<file path="src/rtl/alu_decode_stage.sv">
// Decode/operand stage ahead of the ALU: decodes RV32I OP, OP-IMM and LUI into
// alu_op_t, reads operands with write-back bypass, and registers the bundle.
package alu_decode_pkg;
  typedef enum logic [3:0] {
    ALU_NOP  = 4'd0,
    ALU_ADD  = 4'd1,
    ALU_SLL  = 4'd2,
    ALU_SLT  = 4'd3,
    ALU_SLTU = 4'd4,
    ALU_XOR  = 4'd5,
    ALU_SRL  = 4'd6,
    ALU_SRA  = 4'd7,
    ALU_OR   = 4'd8,
    ALU_AND  = 4'd9
  } alu_op_t;
endpackage

module alu_decode_stage
  import alu_decode_pkg::*;
#(
  parameter int NBIT = 32
) (
  input  logic            clk,
  input  logic            rst_n,
  input  logic            in_valid,
  output logic            in_ready,
  input  logic [31:0]     in_instr,
  output logic [4:0]      rs1_addr,
  output logic [4:0]      rs2_addr,
  input  logic [NBIT-1:0] rs1_data,
  input  logic [NBIT-1:0] rs2_data,
  input  logic            wb_valid,
  input  logic [4:0]      wb_rd,
  input  logic [NBIT-1:0] wb_data,
  input  logic            flush,
  output logic            out_valid,
  input  logic            out_ready,
  output logic [NBIT-1:0] out_a,
  output logic [NBIT-1:0] out_b,
  output alu_op_t         out_op,
  output logic [4:0]      out_rd,
  output logic            out_illegal
);

  if (NBIT != 32) begin : g_nbit_check
    $error("alu_decode_stage supports NBIT == 32 only");
  end

  localparam logic [6:0] OPC_OP     = 7'b0110011;
  localparam logic [6:0] OPC_OP_IMM = 7'b0010011;
  localparam logic [6:0] OPC_LUI    = 7'b0110111;
  localparam logic [6:0] F7_ZERO    = 7'b0000000;
  localparam logic [6:0] F7_ALT     = 7'b0100000;

  // Handshake: a transfer happens on a rising edge where valid && ready are
  // both high; a producer holding valid keeps its payload stable until then.
  // in_ready depends combinationally on out_ready and flush (no skid buffer).

  logic [6:0]      opcode;
  logic [2:0]      funct3;
  logic [6:0]      funct7;
  logic [NBIT-1:0] rs1_val;
  logic [NBIT-1:0] rs2_val;
  logic [NBIT-1:0] imm_i;
  logic [NBIT-1:0] shamt_imm;
  logic [NBIT-1:0] shamt_reg;
  logic [NBIT-1:0] dec_a;
  logic [NBIT-1:0] dec_b;
  alu_op_t         dec_op;
  logic [4:0]      dec_rd;
  logic            dec_illegal;
  logic            load;

  assign opcode    = in_instr[6:0];
  assign funct3    = in_instr[14:12];
  assign funct7    = in_instr[31:25];
  assign rs1_addr  = in_instr[19:15];
  assign rs2_addr  = in_instr[24:20];
  assign imm_i     = {{(NBIT-12){in_instr[31]}}, in_instr[31:20]};
  assign shamt_imm = {{(NBIT-5){1'b0}}, in_instr[24:20]};
  assign shamt_reg = {{(NBIT-5){1'b0}}, rs2_val[4:0]};

  // x0 always reads zero; a same-cycle write-back to the source wins over the file.
  always_comb begin
    rs1_val = rs1_data;
    if (rs1_addr == 5'd0) begin
      rs1_val = '0;
    end else if (wb_valid && (wb_rd != 5'd0) && (wb_rd == rs1_addr)) begin
      rs1_val = wb_data;
    end
  end

  always_comb begin
    rs2_val = rs2_data;
    if (rs2_addr == 5'd0) begin
      rs2_val = '0;
    end else if (wb_valid && (wb_rd != 5'd0) && (wb_rd == rs2_addr)) begin
      rs2_val = wb_data;
    end
  end

  function automatic alu_op_t f3_to_op(input logic [2:0] f3);
    alu_op_t op;
    case (f3)
      3'b000:  op = ALU_ADD;
      3'b001:  op = ALU_SLL;
      3'b010:  op = ALU_SLT;
      3'b011:  op = ALU_SLTU;
      3'b100:  op = ALU_XOR;
      3'b101:  op = ALU_SRL;
      3'b110:  op = ALU_OR;
      default: op = ALU_AND;
    endcase
    return op;
  endfunction

  // Defaults describe the illegal bundle; each legal path overrides all fields.
  always_comb begin
    dec_illegal = 1'b1;
    dec_op      = ALU_NOP;
    dec_a       = '0;
    dec_b       = '0;
    dec_rd      = 5'd0;
    case (opcode)
      OPC_OP: begin
        if (funct7 == F7_ZERO || (funct7 == F7_ALT && funct3 == 3'b101)) begin
          dec_illegal = 1'b0;
          dec_op      = (funct7 == F7_ALT) ? ALU_SRA : f3_to_op(funct3);
          dec_a       = rs1_val;
          dec_b       = (funct3 == 3'b001 || funct3 == 3'b101) ? shamt_reg : rs2_val;
          dec_rd      = in_instr[11:7];
        end
      end
      OPC_OP_IMM: begin
        if (funct3 == 3'b001 || funct3 == 3'b101) begin
          if (funct7 == F7_ZERO || (funct7 == F7_ALT && funct3 == 3'b101)) begin
            dec_illegal = 1'b0;
            dec_op      = (funct7 == F7_ALT) ? ALU_SRA : f3_to_op(funct3);
            dec_a       = rs1_val;
            dec_b       = shamt_imm;
            dec_rd      = in_instr[11:7];
          end
        end else begin
          dec_illegal = 1'b0;
          dec_op      = f3_to_op(funct3);
          dec_a       = rs1_val;
          dec_b       = imm_i;
          dec_rd      = in_instr[11:7];
        end
      end
      OPC_LUI: begin
        dec_illegal = 1'b0;
        dec_op      = ALU_ADD;
        dec_a       = '0;
        dec_b       = {in_instr[31:12], {(NBIT-20){1'b0}}};
        dec_rd      = in_instr[11:7];
      end
      default: ;
    endcase
  end

  assign in_ready = !flush && (!out_valid || out_ready);
  assign load     = in_valid && in_ready;

  // Flush only drops valid; payload registers keep their last contents.
  always_ff @(posedge clk) begin
    if (!rst_n) begin
      out_valid   <= 1'b0;
      out_a       <= '0;
      out_b       <= '0;
      out_op      <= ALU_NOP;
      out_rd      <= 5'd0;
      out_illegal <= 1'b0;
    end else if (flush) begin
      out_valid <= 1'b0;
    end else if (load) begin
      out_valid   <= 1'b1;
      out_a       <= dec_a;
      out_b       <= dec_b;
      out_op      <= dec_op;
      out_rd      <= dec_rd;
      out_illegal <= dec_illegal;
    end else if (out_ready) begin
      out_valid <= 1'b0;
    end
  end

endmodule

</file>
<file path="config.mk">
export PLATFORM = sky130hd
export DESIGN_NAME = alu_decode_stage
export DESIGN_NICKNAME = d
export VERILOG_FILES = /design/src/rtl/alu_decode_stage.sv
export SDC_FILE = /design/constraint.sdc
export NUM_CORES = 1
export LEC_CHECK = 0
export BUFFER_PORTS_ARGS = -buffer_cell sky130_fd_sc_hd__buf_2
export CORE_ASPECT_RATIO = 1.4
export CORE_MARGIN = 3
export CORE_UTILIZATION = 30
export CTS_BUF_LIST = sky130_fd_sc_hd__clkbuf_8
export DETAILED_ROUTE_END_ITERATION = 6
export SLEW_MARGIN = 5
export SYNTH_ARGS = -nofsm -noshare
export SYNTH_HDL_FRONTEND = slang
export SYNTH_SLANG_ARGS = --single-unit
</file>
<file path="constraint.sdc">
create_clock -name clk -period 1.8 [get_ports clk]
set_input_delay 0.09 -clock clk [delete_from_list [all_inputs] [get_ports clk]]
set_output_delay 0.09 -clock clk [all_outputs]
set_load 0.02 [all_outputs]
</file>
Yosys cells after proc, flatten, opt, wreduce, memory -nomap -nowiden
Index checks and enable logic that the tools add are counted.
Widths: inputs -> output; s select.
{"block": "totals", "word_cells": 64, "inputBits": 139, "ff_bits": 75, "output_inout_bits": 86}
{"block": "op_classes", "n_mux": 25, "eq_ne": 12, "n_bitwise": 2, "reduce_logical": 19}
{"cell": "$mux 32", "count": 9}
{"cell": "$pmux 32 s3", "count": 1}
{"cell": "$pmux 32 s2", "count": 1}
{"cell": "$pmux 4 s7", "count": 1}
{"cell": "$eq 7x6->1 const B", "count": 3}
{"cell": "$mux 5", "count": 3}
{"cell": "$pmux 5 s3", "count": 1}
{"cell": "$mux 4", "count": 3}
{"cell": "$pmux 4 s3", "count": 1}
{"cell": "$eq 5x5->1", "count": 2}
{"cell": "$logic_not 5->1", "count": 2}
{"cell": "$eq 3x3->1 const B", "count": 3}
{"cell": "$eq 7x5->1 const B", "count": 1}
{"cell": "$logic_not 7->1", "count": 1}
{"cell": "$eq 3x2->1 const B", "count": 2}
{"cell": "$logic_and 1x1->1", "count": 6}
{"cell": "$reduce_bool 5->1", "count": 1}
{"cell": "$mux 1", "count": 4}
{"cell": "$eq 3x1->1 const B", "count": 1}
{"cell": "$logic_not 3->1", "count": 1}
{"cell": "$logic_or 1x1->1", "count": 3}
{"cell": "$pmux 1 s3", "count": 1}
{"cell": "$logic_not 1->1", "count": 2}
{"cell": "$not 1->1", "count": 2}
{"cell": "3 further kinds", "count": 3}

Logic depth before layout (Yosys ltp)
Gate-level depths: netlist (run 1).
{"block": "logic_depth", "word_depth": 8, "ltp_mapped": 8, "mapped_depth_nobuf": 5}

Worst setup path after synthesis (run 1)
No wires, ideal clock.
{"block": "synth_path", "kind": "reg-to-reg", "startpoint": "register out_valid", "endpoint": "register out_a[21]", "stages_incl_launch_ff": 7, "t_required_ps": 1731, "setup_ps": 69, "slack_ps": 161, "period_less_slack_ps": 1639, "arrival_ps": 1571, "n_path_buf": 1, "path_cell_list": "dfxtp_1 nand2b_1 and3_1 nand2_1 or4_4 buf_6 o21ai_1"}
{"block": "synth_between", "elab_chain_cells": 5}
{"element": "start: declaration", "line_no": "36", "source": "output logic out_valid,"}
{"element": "start signal: assignment", "line_no": "168", "source": "out_valid <= 1'b0;"}
{"element": "start signal: assignment", "line_no": "175", "source": "out_valid <= 1'b0;"}
{"element": "start signal: assignment", "line_no": "177", "source": "out_valid <= 1'b1;"}
{"element": "$logic_not 1->1", "line_no": "162", "source": "assign in_ready = !flush && (!out_valid || out_ready);"}
{"element": "$logic_or 1x1->1", "line_no": "162"}
{"element": "$logic_and 1x1->1", "line_no": "162"}
{"element": "$logic_and 1x1->1", "line_no": "163", "source": "assign load = in_valid && in_ready;"}
{"element": "$reduce_and 2->1 (no line)"}
{"element": "end signal: assignment", "line_no": "169", "source": "out_a <= '0;"}
{"element": "end signal: assignment", "line_no": "178", "source": "out_a <= dec_a;"}
{"element": "end: declaration", "line_no": "38", "source": "output logic [NBIT-1:0] out_a,"}
No other way between the ends.
A chain may end at the register's enable or synchronous reset.

Worst setup path after layout (run 1)
{"block": "layout_path", "startpoint": "input flush", "endpoint": "register out_a[4]"}
{"block": "layout_between", "elab_chain_cells": 4, "word_cells_on_any_way": 5, "classes_between": "bitwise: 1; reduce/logical: 4"}
{"element": "start: declaration", "line_no": "35", "source": "input logic flush,"}
{"element": "$logic_not 1->1", "line_no": "162"}
{"element": "$logic_and 1x1->1", "line_no": "162"}
{"element": "$logic_and 1x1->1", "line_no": "163"}
{"element": "$reduce_and 2->1 (no line) *"}
Every way passes the cells marked *; elsewhere a longest branch is shown, timed or not.

==> results.md, run 1 <==
- Outcome: finished, final reports clean
- Sequential share of the synthesized area: 39.8%
- Nets: 816
- Required time of the critical path: 2.08 ns
- Core area: 12100 um^2
- First-pass GRT wire length: 22500 um
- # rows: 47
- Vias: 4175
- Max Slew Vio Count: 0
- Post-detail-place hpwl: 11300 um
- Final worst path period share: 94.7%
- Worst path slowest cell: or4_4
- Via density per instance: 5.04
- Hold worst-path end: out_a[0]$_SDFFE_PN0P_
- Asr flop ratio synth: 0%
- R2R depth: 5
- Avg WL per Cell: 18.7 um
- Critical path fanouts, max: 16
- Total wire length: 15500 um
- Iter 0 DRT Violations: 82
- GRT Util Overall: 20.4%
- Cell Count Post-Placement: 778
- Met2 WL: 8160 um
- CP Launch Type: primary input
- Crit path kind: in -> reg
- Post-synth top flop: dfxtp_1
- CTS tree: yes
- Max clock buf depth: 2
- Ports: 225
- #FFs+latches synth: 75
- Seq. cell area: 1500 um^2
- Top-count cell post-synth: dfxtp_1
- FF-to-FF setup slack: 0.13 ns
- LEAKAGE: 2.50 nW
- Top sig layer: met4
- Final min period: 1.70 ns
- Setup WS pre-CTS: -0.281 ns
- Reg-to-Reg End: out_a[4]$_SDFFE_PN0P_
- Remaining global-route overflow: 0
- Vias in the first global route: 4280
- Maxcap violations: 0
- Crit-path max cell delay: 0.69 ns
- Area growth syn-to-layout: 49.1%
- Slew headroom: 45.7%
- RePlAce Congestion: 0.840
- Max VDD drop: 0.353 mV
- EDFF count, synth: 0
- Die height: 139 um
- Synthesized area per cell: 9.11 um^2
- Critical path data arrival time: 1.99 ns
- Yosys warns: 0
- Tightest Pin Transition: 0.814 ns
- Die ar.: 14000 um^2
- Largest net degree at the start of global routing: 48
- Hold_sp: rs1_data[0]
- Pwr/cell area: 596 nW/um^2
- CP Capture Type: flip-flop
- Max frequency: 587 MHz
- Synth cell types: 38
- Crit path cell chain: dlygate4sd3_1 > buf_2 > inv_1 > and3_1 > nand2_2 > or4_4 > o21ai_1
- Most frequent cells after synthesis: dfxtp_1, mux2i_1, nand2_1
- Non-filler instance count after layout: 829
- Post-Syn Area: 3770 um^2
- Hold Crit Depth: 3
- Post-Syn Instances: 414
- Antenna Cells: 0
- H-tree Lvls: 3
- Worst-path clk slew: 0.08 ns
- Initial Util: 31.3%
- Layout cells sized above 1: 40.9%
- Met3 routed WL: 803 um
- Root buffer cell: clkbuf_8
- Pre-antenna DRT Iters: 4
- Post-synth top area share: 39.8%
- Post-Syn Nets: 553
- Number of remaining DRC errors: 0
- Filler cell count: 1205
- Final Hold Fails: 0
- Chip Width: 101 um
- Largest area contributor in the netlist: dfxtp_1
- # port buffers: 224
- CTS sink cnt: 75
- Min-delay worst type: in -> reg
- Total CTS buffers: 9
- Worst-skew pair later-pin latency: 0.35 ns
- RSZ-0062 raised after global routing: false
- Multi-input combinational cell area: 2060 um^2
- Worst setup margin: 0.0962 ns
- R2r startpoint: out_valid$_SDFFE_PP0P_
- Worst Skew: 0.00462 ns
- Most area-consuming cells after synthesis: dfxtp_1, mux2i_1, o21ai_0, nand2_1, a2bb2oi_1
- ANT nets after route: 0
- Final setup violating endpoints: 0
- Antenna violations before repair: 0
- Met1 wire length: 6150 um
## worst max-delay path by stage
| stage | depth (start not counted) | end | startpoint | slack, ns |
|---|---|---|---|---|
| floorplan | 6 | out_a[21]$_SDFFE_PN0P_ | out_valid$_SDFFE_PP0P_ | 0.16 |
| global placement | 7 | out_b[19]$_SDFFE_PN0P_ | wb_rd[0] | -0.15 |
| detailed placement | 7 | out_b[27]$_SDFFE_PN0P_ | wb_rd[2] | -0.28 |
| CTS | 7 | out_a[0]$_SDFFE_PN0P_ | flush | 0.02 |
| global route | 7 | out_a[13]$_SDFFE_PN0P_ | flush | 0.01 |
| finish | 7 | out_a[4]$_SDFFE_PN0P_ | flush | 0.1 |
## registers in the layout, summed over array words and instances, names as in the netlist
| signal | count |
|---|---|
| out_illegal | 1 |
| out_a | 32 |
| out_rd | 5 |
| out_valid | 1 |
| out_b | 32 |
| out_op | 4 |
## power by group
part | leakage [nW] | total (W) | internal (W) | switching, W
Sequential | 0.604 | 0.00166 | 0.00166 | 0.00000226
Combinational | 1.80 | 0.000588 | 0.000291 | 0.000297
Clock | 0.0977 | 0.00110 | 0.000474 | 0.000626
Total | 2.50 | 0.00335 | 0.00243 | 0.000925
## placed cells by master (no fill, tap or decap), drive strengths merged
cell type,instances
buf,255
dfxtp,75
o21ai,68
mux2i,65
nand2,46
dlygate4sd3,30
a21oi,19
a2bb2oi,19
nor2,16
a22oi,12
inv,9
clkbuf,9
a22o,7
xnor2,6
or4,6
xor2,5
nor4,5
nand4,4
nor3,3
nand2b,3
clkinv,3
nor2b,2
nand3,2
and3,2
a32oi,2
and3b,1
o2111a,1
o2111ai,1
a2111oi,1
and4,1
o311a,1
o22ai,1
o221a,1
and2,1
## metal layers
layer | track usage [%] | vias up
li1 | - | 2036
met1 | 23.9 | 1970
met2 | 35.9 | 145
met3 | 4.03 | 24
met4 | 7.59 | 0
met5 | 0 | -
## kinds of logic (layout without fill, tap and decap cells)
| kind of cell | Yosys count | after routing | share of synthesized area (%) |
|---|---|---|---|
| xor gates and xnor gates | 11 | 11 | 2.55 |
| AOI/OAI and AO/OA | 133 | 133 | 22.0 |
| muxes | 65 | 65 | 17.2 |
| buffers and inverters | 40 | 306 | 6.40 |
| DFF | 75 | 75 | 39.8 |
| and+or+nand+nor | 90 | 92 | 12.0 |
## through the flow
stage | total power [W] | cell area, um^2 | util [%] | setup TNS [ns] | hold WS, ns
5_1_grt | 0.00350 | 5620 | 46.7 | 0 | 0.0149
4_1_cts | 0.00338 | 5560 | 46.2 | 0 | 0.000330
6_report | 0.00335 | 5620 | 46.7 | 0 | 0.0144
2_1_floorplan | 0.00195 | 3770 | - | 0 | 0.169
3_5_place_dp | 0.00223 | 5110 | 42.4 | -7.39 | 0.298
3_3_place_gp | 0.00222 | 5110 | 42.4 | -3.46 | 0.289
## worst max-delay path: cells and delay by family
kind / cells / cell delay (ns)
AOI/OAI and AO/OA: 1 / 0.19
buffers and inverters: 3 / 0.71
and+or+nand+nor: 3 / 1.00
## what timing repair did
item                                    4_1_cts  5_1_grt
endpoints found under the hold margin        30        0
hold buffers                                 30        0
resized for setup                             0        4
endpoints found under the setup margin        0       33
buffers inserted                              0        3
## area by class of cell
class,count,share of cell area [%]
clock inverters,7,0.534
flip-flops and latches,75,26.7
inverters,5,0.334
well taps,147,3.27
repair buffers,285,30.3
clock buffers,9,2.20
multi-input cells,301,36.7
Power figures use the tool's default switching activity.
==> run 2, diff against run 1 <==
==> constraint.sdc (replaced) <==
create_clock -name clk -period 1.8 [get_ports clk]
set_input_delay 0.36 -clock clk [delete_from_list [all_inputs] [get_ports clk]]
set_output_delay 0.36 -clock clk [all_outputs]
set_load 0.02 [all_outputs]
==> run 2 against run 1 <==
Compared with the run above:
- count of clock-buffer cells in the layout rose by 1
- clock power up 25%
- via count decreased by 0.53%
- critical path depth is 1 lower
- first-iteration DRC count increased by 67%
- final cell count fell by 0.48%
- maximum frequency is 1.3% higher
- non-clock buffer count down 3
- flip-flop and latch count did not move
- global-route usage rose by 0.65 points
- sequential power is essentially flat
- setup slack better by 0.022 ns
- highest routed layer unchanged
==> results.md, run 2 (synthesis gave the netlist of run 1 again) <==
- CTS sink cnt: 75 (unchanged)
- Critical path fanouts, max: 32 (+16)
- Remaining global-route overflow: 0 (unchanged)
- First-pass GRT wire length: 23200 um (+3.5%)
- Switching share of power: 27.2% (-0.35 points)
- Final Hold Fails: 0 (unchanged)
- Die height: 139 um (unchanged)
- Cell Int Power: 0.00262 W (+7.9%)
- RePlAce Congestion: 0.830 (-1.1%)
- Avg WL per Cell: 17.8 um (-4.7%)
- Setup WS pre-CTS: -0.690 ns (-0.409 ns)
- Pwr/cell area: 643 nW/um^2 (+7.8%)
- Critical path data arrival time: 1.97 ns (-0.02 ns)
- Final setup violating endpoints: 0 (unchanged)
- Initial Util: 31.3% (unchanged)
- Worst setup margin: 0.118 ns (+0.0220 ns)
- CTS tree: yes
- Max frequency: 595 MHz (+1.3%)
- Postcts setup bufs: 2 (+2)
- Final min period: 1.68 ns (-0.0220 ns)
- Nets: 811 (-0.61%)
- Total wire length: 14700 um (-5.2%)
- Required time of the critical path: 2.09 ns (about the same)
- Leading registers by flop count: out_a: 32 flops, out_b: 32 flops, out_rd: 5 flops
- Commonest cells after routing, fill and taps aside: buf_2, dfxtp_1, mux2i_1
- GRT Util Overall: 21.0% (+0.65 points)
- Root buffer cell: clkbuf_8
- H-tree Lvls: 3 (unchanged)
- Sequential Power Share: 46.2% (-3.4 points)
- Non-filler instance count after layout: 825 (-0.48%)
- LEAKAGE: 2.53 nW (+0.96%)
- Core area: 12100 um^2 (unchanged)
- ANT nets after route: 0 (unchanged)
- Via density per instance: 5.03 (about the same)
- Commonest non-fill, non-tap cell in the layout: buf_2
- Vias: 4153 (-0.53%)
- Power share of the clock group: 38.0% (+5.2 points)
- Maxcap violations: 0 (unchanged)
- # port buffers: 224 (unchanged)
- Iter 0 DRT Violations: 137 (+67%)
- Max clock buf depth: 2 (unchanged)
- Tightest Pin Transition: 0.794 ns (-0.0197 ns)
- Min-delay worst type: in -> reg
- NetSw: 0.000980 W (+6.0%)
- Slew headroom: 47.0% (+1.3 points)
- Crit path kind: reg -> reg
- Number of remaining DRC errors: 0 (unchanged)
- Ports: 225 (unchanged)
- Post-detail-place hpwl: 11700 um (+3.4%)
- Antenna violations before repair: 1 (+1)
- Total CTS buffers: 9 (unchanged)
- Cell Count Post-Placement: 806 (+3.6%)
- Final worst path period share: 93.4% (-1.2 points)
- Max VDD drop: 0.336 mV (-4.8%)
- CP Capture Type: flip-flop
- Pre-antenna DRT Iters: 4 (unchanged)
- Comb power frac: 15.7% (-1.8 points)
- Worst Skew: 0.00873 ns (+0.00411 ns)
- Die ar.: 14000 um^2 (unchanged)
- Area after DPL: 5380 um^2 (+5.3%)
- Fin Setup TNS: 0 ns (unchanged)
- Post-cts sizing count: 0 (unchanged)
- # rows: 47 (unchanged)
- Outcome: finished, final reports clean
- Worst-path clk slew: 0.09 ns (about the same)
- Layout cells sized above 1: 45.3% (+4.4 points)
- CP Launch Type: flip-flop
- Area growth syn-to-layout: 48.5%
- Max Slew Vio Count: 0 (unchanged)
- Hold WS: 0.202 ns (+0.187 ns)
- Worst-skew pair later-pin latency: 0.36 ns (about the same)
- Vias in the first global route: 4390 (+2.6%)
- Largest net degree at the start of global routing: 46 (-4.2%)
- Chip Width: 101 um (unchanged)
- RSZ-0062 raised after global routing: false
- Finished layout cell area: 5600 um^2 (-0.40%)
- Post-CTS Hold Buffers: 0 (-100%)
## run 2: cell types whose count changed in the layout (fill, tap and decap cells not counted), sizes merged
cell         previous run  this run
or4                     6         4
dlygate4sd3            30         0
bufinv                  0         1
clkinv                  3         2
clkbuf                  9        10
diode                   0         1
inv                     9         6
clkinvlp                0         2
buf                   255       282
## run 2: critical path: stages, from the launching register on
cell and delay [ns]:
dfxtp_1 0.33, nand2b_1 0.09, and3_1 0.19, nand2_1 0.09, or4_4 0.56, buf_12 0.20
o21ai_0 0.15
## run 2: final cells by class
class / instances / area, um^2
Antenna cell: 1 / 2.50
Clock buffer: 10 / 138
Clock inverter: 6 / 63.8
Fill cell: 1182 / 6450
Inverter: 5 / 18.8
Multi-Input combinational cell: 299 / 2040
Sequential cell: 75 / 1500
Tap cell: 147 / 184
Timing Repair Buffer: 282 / 1660
## run 2: worst paths after layout
check                    startpoint                     end  slack, ns  cells past startpoint
max          out_valid$_SDFFE_PP0P_   out_a[0]$_SDFFE_PN0P_       0.12                      6
min reg2reg  out_a[10]$_SDFFE_PN0P_  out_a[10]$_SDFFE_PN0P_       0.45                      2
min                    in_instr[11]  out_rd[4]$_SDFFE_PN0P_       0.20                      2
max reg2reg  out_valid$_SDFFE_PP0P_   out_a[0]$_SDFFE_PN0P_       0.12                      6
## run 2: stage by stage
| stage | total power (W) | util (%) |
|---|---|---|
| floorplan | 0.00195 | - |
| global placement | 0.00226 | 44.6 |
| detailed placement | 0.00227 | 44.6 |
| CTS | 0.00363 | 46.4 |
| global route | 0.00376 | 46.5 |
| finish | 0.00360 | 46.5 |
## run 2: power by group through the flow
stage	combinational (W)	clock, W	sequential (W)
after floorplan	0.000237	0	0.00171
after global placement	0.000562	0	0.00170
after detailed placement	0.000567	0	0.00170
after CTS	0.000571	0.00139	0.00166
after global routing	0.000622	0.00147	0.00166
final	0.000566	0.00137	0.00166
## run 2: layer usage
layer	track usage, %	part of all wire [%]	up-vias
met4	8.94	2.9	0
met3	4.78	6.5	29
met5	0	0	-
met1	24.0	38	1933
li1	-	-	2029
met2	36.9	52	162
==> run 3, diff against run 2 <==
Settings changed: BUFFER_PORTS_ARGS -buffer_cell sky130_fd_sc_hd__buf_2 to not set, CORE_UTILIZATION 30 to 50, CTS_BUF_LIST sky130_fd_sc_hd__clkbuf_8 to not set, DONT_BUFFER_PORTS set to 1.
==> run 3 against run 2 <==
Compared with the run above:
- die area fell by 38%
- power shrank 12%
- sequential share of layout area rose by 9.4 points
- critical path type unchanged
- largest cell class unchanged
- largest power group unchanged
==> results.md, run 3 (synthesis gave the netlist of run 1 again) <==
- Worst-path clk slew: 0.07 ns (-0.02 ns)
- Fin Setup TNS: 0 ns (unchanged)
- Total CTS buffers: 9 (unchanged)
- CTS sink cnt: 75 (unchanged)
- Antenna violations before repair: 0 (-1)
- GRT Util Overall: 25.9% (+4.8 points)
- Vias: 3170 (-24%)
- Maxcap violations: 0 (unchanged)
- Leading registers by flop count: out_a: 32 flops, out_b: 32 flops, out_rd: 5 flops
- Crit-path max cell delay: 0.56 ns (about the same)
- Number of remaining DRC errors: 0 (unchanged)
- Die height: 109 um (-22%)
- Nets: 553 (-32%)
- Final worst path period share: 91.5% (-1.9 points)
- Pwr/cell area: 764 nW/um^2 (+19%)
- Worst-skew pair later-pin latency: 0.35 ns (about the same)
- # rows: 36 (-23%)
- Max frequency: 607 MHz (+2.1%)
- Min-delay worst type: in -> reg
- Antenna Cells: 0 (-1)
- Max Slew Vio Count: 0 (unchanged)
- LEAKAGE: 1.36 nW (-46%)
- Crit path kind: reg -> reg
- RePlAce Congestion: 0.869 (+4.7%)
- Initial Util: 52.7% (+21 points)
- RSZ-0062 raised after global routing: false
- Commonest non-fill, non-tap cell in the layout: dfxtp_1
- Via density per instance: 6.17 (+23%)
- Tightest Pin Transition: 0.736 ns (-0.0588 ns)
- Final Hold Fails: 0 (unchanged)
- Commonest cells after routing, fill and taps aside: dfxtp_1, mux2i_1, nand2_1
- Worst Skew: 0.00790 ns (-0.000831 ns)
- Root buffer cell: clkbuf_8
- Post-detail-place hpwl: 8550 um (-27%)
- Outcome: finished, final reports clean
- Remaining global-route overflow: 0 (unchanged)
- Avg WL per Cell: 21.9 um (+23%)
- Setup WS pre-CTS: -0.372 ns (+0.318 ns)
- Worst setup margin: 0.153 ns (+0.0343 ns)
- Vias in the first global route: 3277 (-25%)
- Max VDD drop: 0.564 mV (+68%)
- Iter 0 DRT Violations: 181 (+32%)
- Buf/Inv on CP: 1 (unchanged)
- Final min period: 1.65 ns (-0.0343 ns)
- Final Power: 0.00317 W (-12%)
- Core area: 7160 um^2 (-41%)
- Largest net degree at the start of global routing: 40 (-13%)
- CP Launch Type: flip-flop
- Layout Utilization: 57.9% (+11 points)
- Critical path fanouts, max: 32 (unchanged)
- Area after DPL: 3930 um^2 (-27%)
- # port buffers: 0 (-100%)
- ANT nets after route: 0 (unchanged)
- Post-CTS Hold Buffers: 0 (unchanged)
- Layout cells sized above 1: 11.5% (-34 points)
- Die ar.: 8640 um^2 (-38%)
- Critical path data arrival time: 1.93 ns (-0.04 ns)
- Finished layout cell area: 4150 um^2 (-26%)
- Chip Width: 79.4 um (-21%)
- Total wire length: 11300 um (-23%)
- Required time of the critical path: 2.08 ns (about the same)
- Worst path slowest cell: or4_4
- Ports: 225 (unchanged)
- Slew headroom: 51.0% (+3.9 points)
- Filler cell count: 680 (-42%)
- First-pass GRT wire length: 17000 um (-27%)
- CP Capture Type: flip-flop
- Final setup violating endpoints: 0 (unchanged)
- Max clock buf depth: 2 (unchanged)
- CTS tree: yes
- CP top delay family: simple AND/OR/NAND/NOR gates
- Crit path cell chain: nand2b_1 > and3_1 > nand2_1 > or4_4 > buf_12 > o21ai_1
- H-tree Lvls: 3 (unchanged)
- Area growth syn-to-layout: 9.92%
- Pre-antenna DRT Iters: 4 (unchanged)
==> run 3: cell types whose count changed in the layout (fill, tap and decap cells not counted) <==
cell / change
clkbuf_1: +1
clkbuf_8: +2
clkinvlp_4: -1
clkinv_4: +1
inv_6: -1
buf_2: -224
buf_4: -34
diode_2: -1
bufinv_16: -1
clkinv_2: -1
==> run 3: power by group <==
group	total (W)	leakage (nW)	switching [W]	internal, W
Combinational	0.000271	0.657	0.000147	0.000124
Clock	0.00123	0.0956	0.000614	0.000614
Sequential	0.00167	0.604	0.00000681	0.00166
Total	0.00317	1.36	0.000768	0.00240
==> run 3: worst reg2reg max path, delay by kind of cell (launching register included) <==
family | cells | cell delay, ns
flops | 1 | 0.32
simple gates | 4 | 0.92
buf+inv | 1 | 0.18
compound gates | 1 | 0.17
==> run 3: what timing repair did <==
item	CTS	global route
resized for setup	0	0
setup endpoints to repair	0	22
buffers inserted	0	2
==> run 3: metrics by stage <==
| step | instances | hold slack (ns) |
|---|---|---|
| final | 514 | 0.0793 |
| after global routing | 514 | 0.0611 |
| after CTS | 512 | 0.0643 |
| after detailed placement | 496 | 0.445 |
| after global placement | 496 | 0.443 |
| after floorplan | 414 | 0.439 |
==> run 3: cell type report <==
type                       instances  area [um^2]  area share [%]
sequential                        75         1500            36.2
clock buffer                      13          169            4.07
inverter                           5         18.8           0.453
clock inverter                     3         21.3           0.513
tap                               95          119            2.87
multi-input combinational        299         2040            49.1
timing repair buffer              24          280            6.76
==> run 3: final timing paths <==
check | startpoint | end | slack, ns | depth (start not counted)
max | out_valid$_SDFFE_PP0P_ | out_a[11]$_SDFFE_PN0P_ | 0.15 | 6
min | flush | out_valid$_SDFFE_PP0P_ | 0.08 | 1
max reg2reg | out_valid$_SDFFE_PP0P_ | out_a[11]$_SDFFE_PN0P_ | 0.15 | 6
min reg2reg | out_a[29]$_SDFFE_PN0P_ | out_a[29]$_SDFFE_PN0P_ | 0.55 | 2
==> run 3: metal layers <==
metal | global-route usage (%) | up-vias | share of wire (%)
met3 | 11.7 | 19 | 11
met2 | 44.3 | 174 | 50
met4 | 10.4 | 0 | 2.0
met1 | 27.6 | 1473 | 37
met5 | 0 | - | 0
li1 | - | 1504 | -
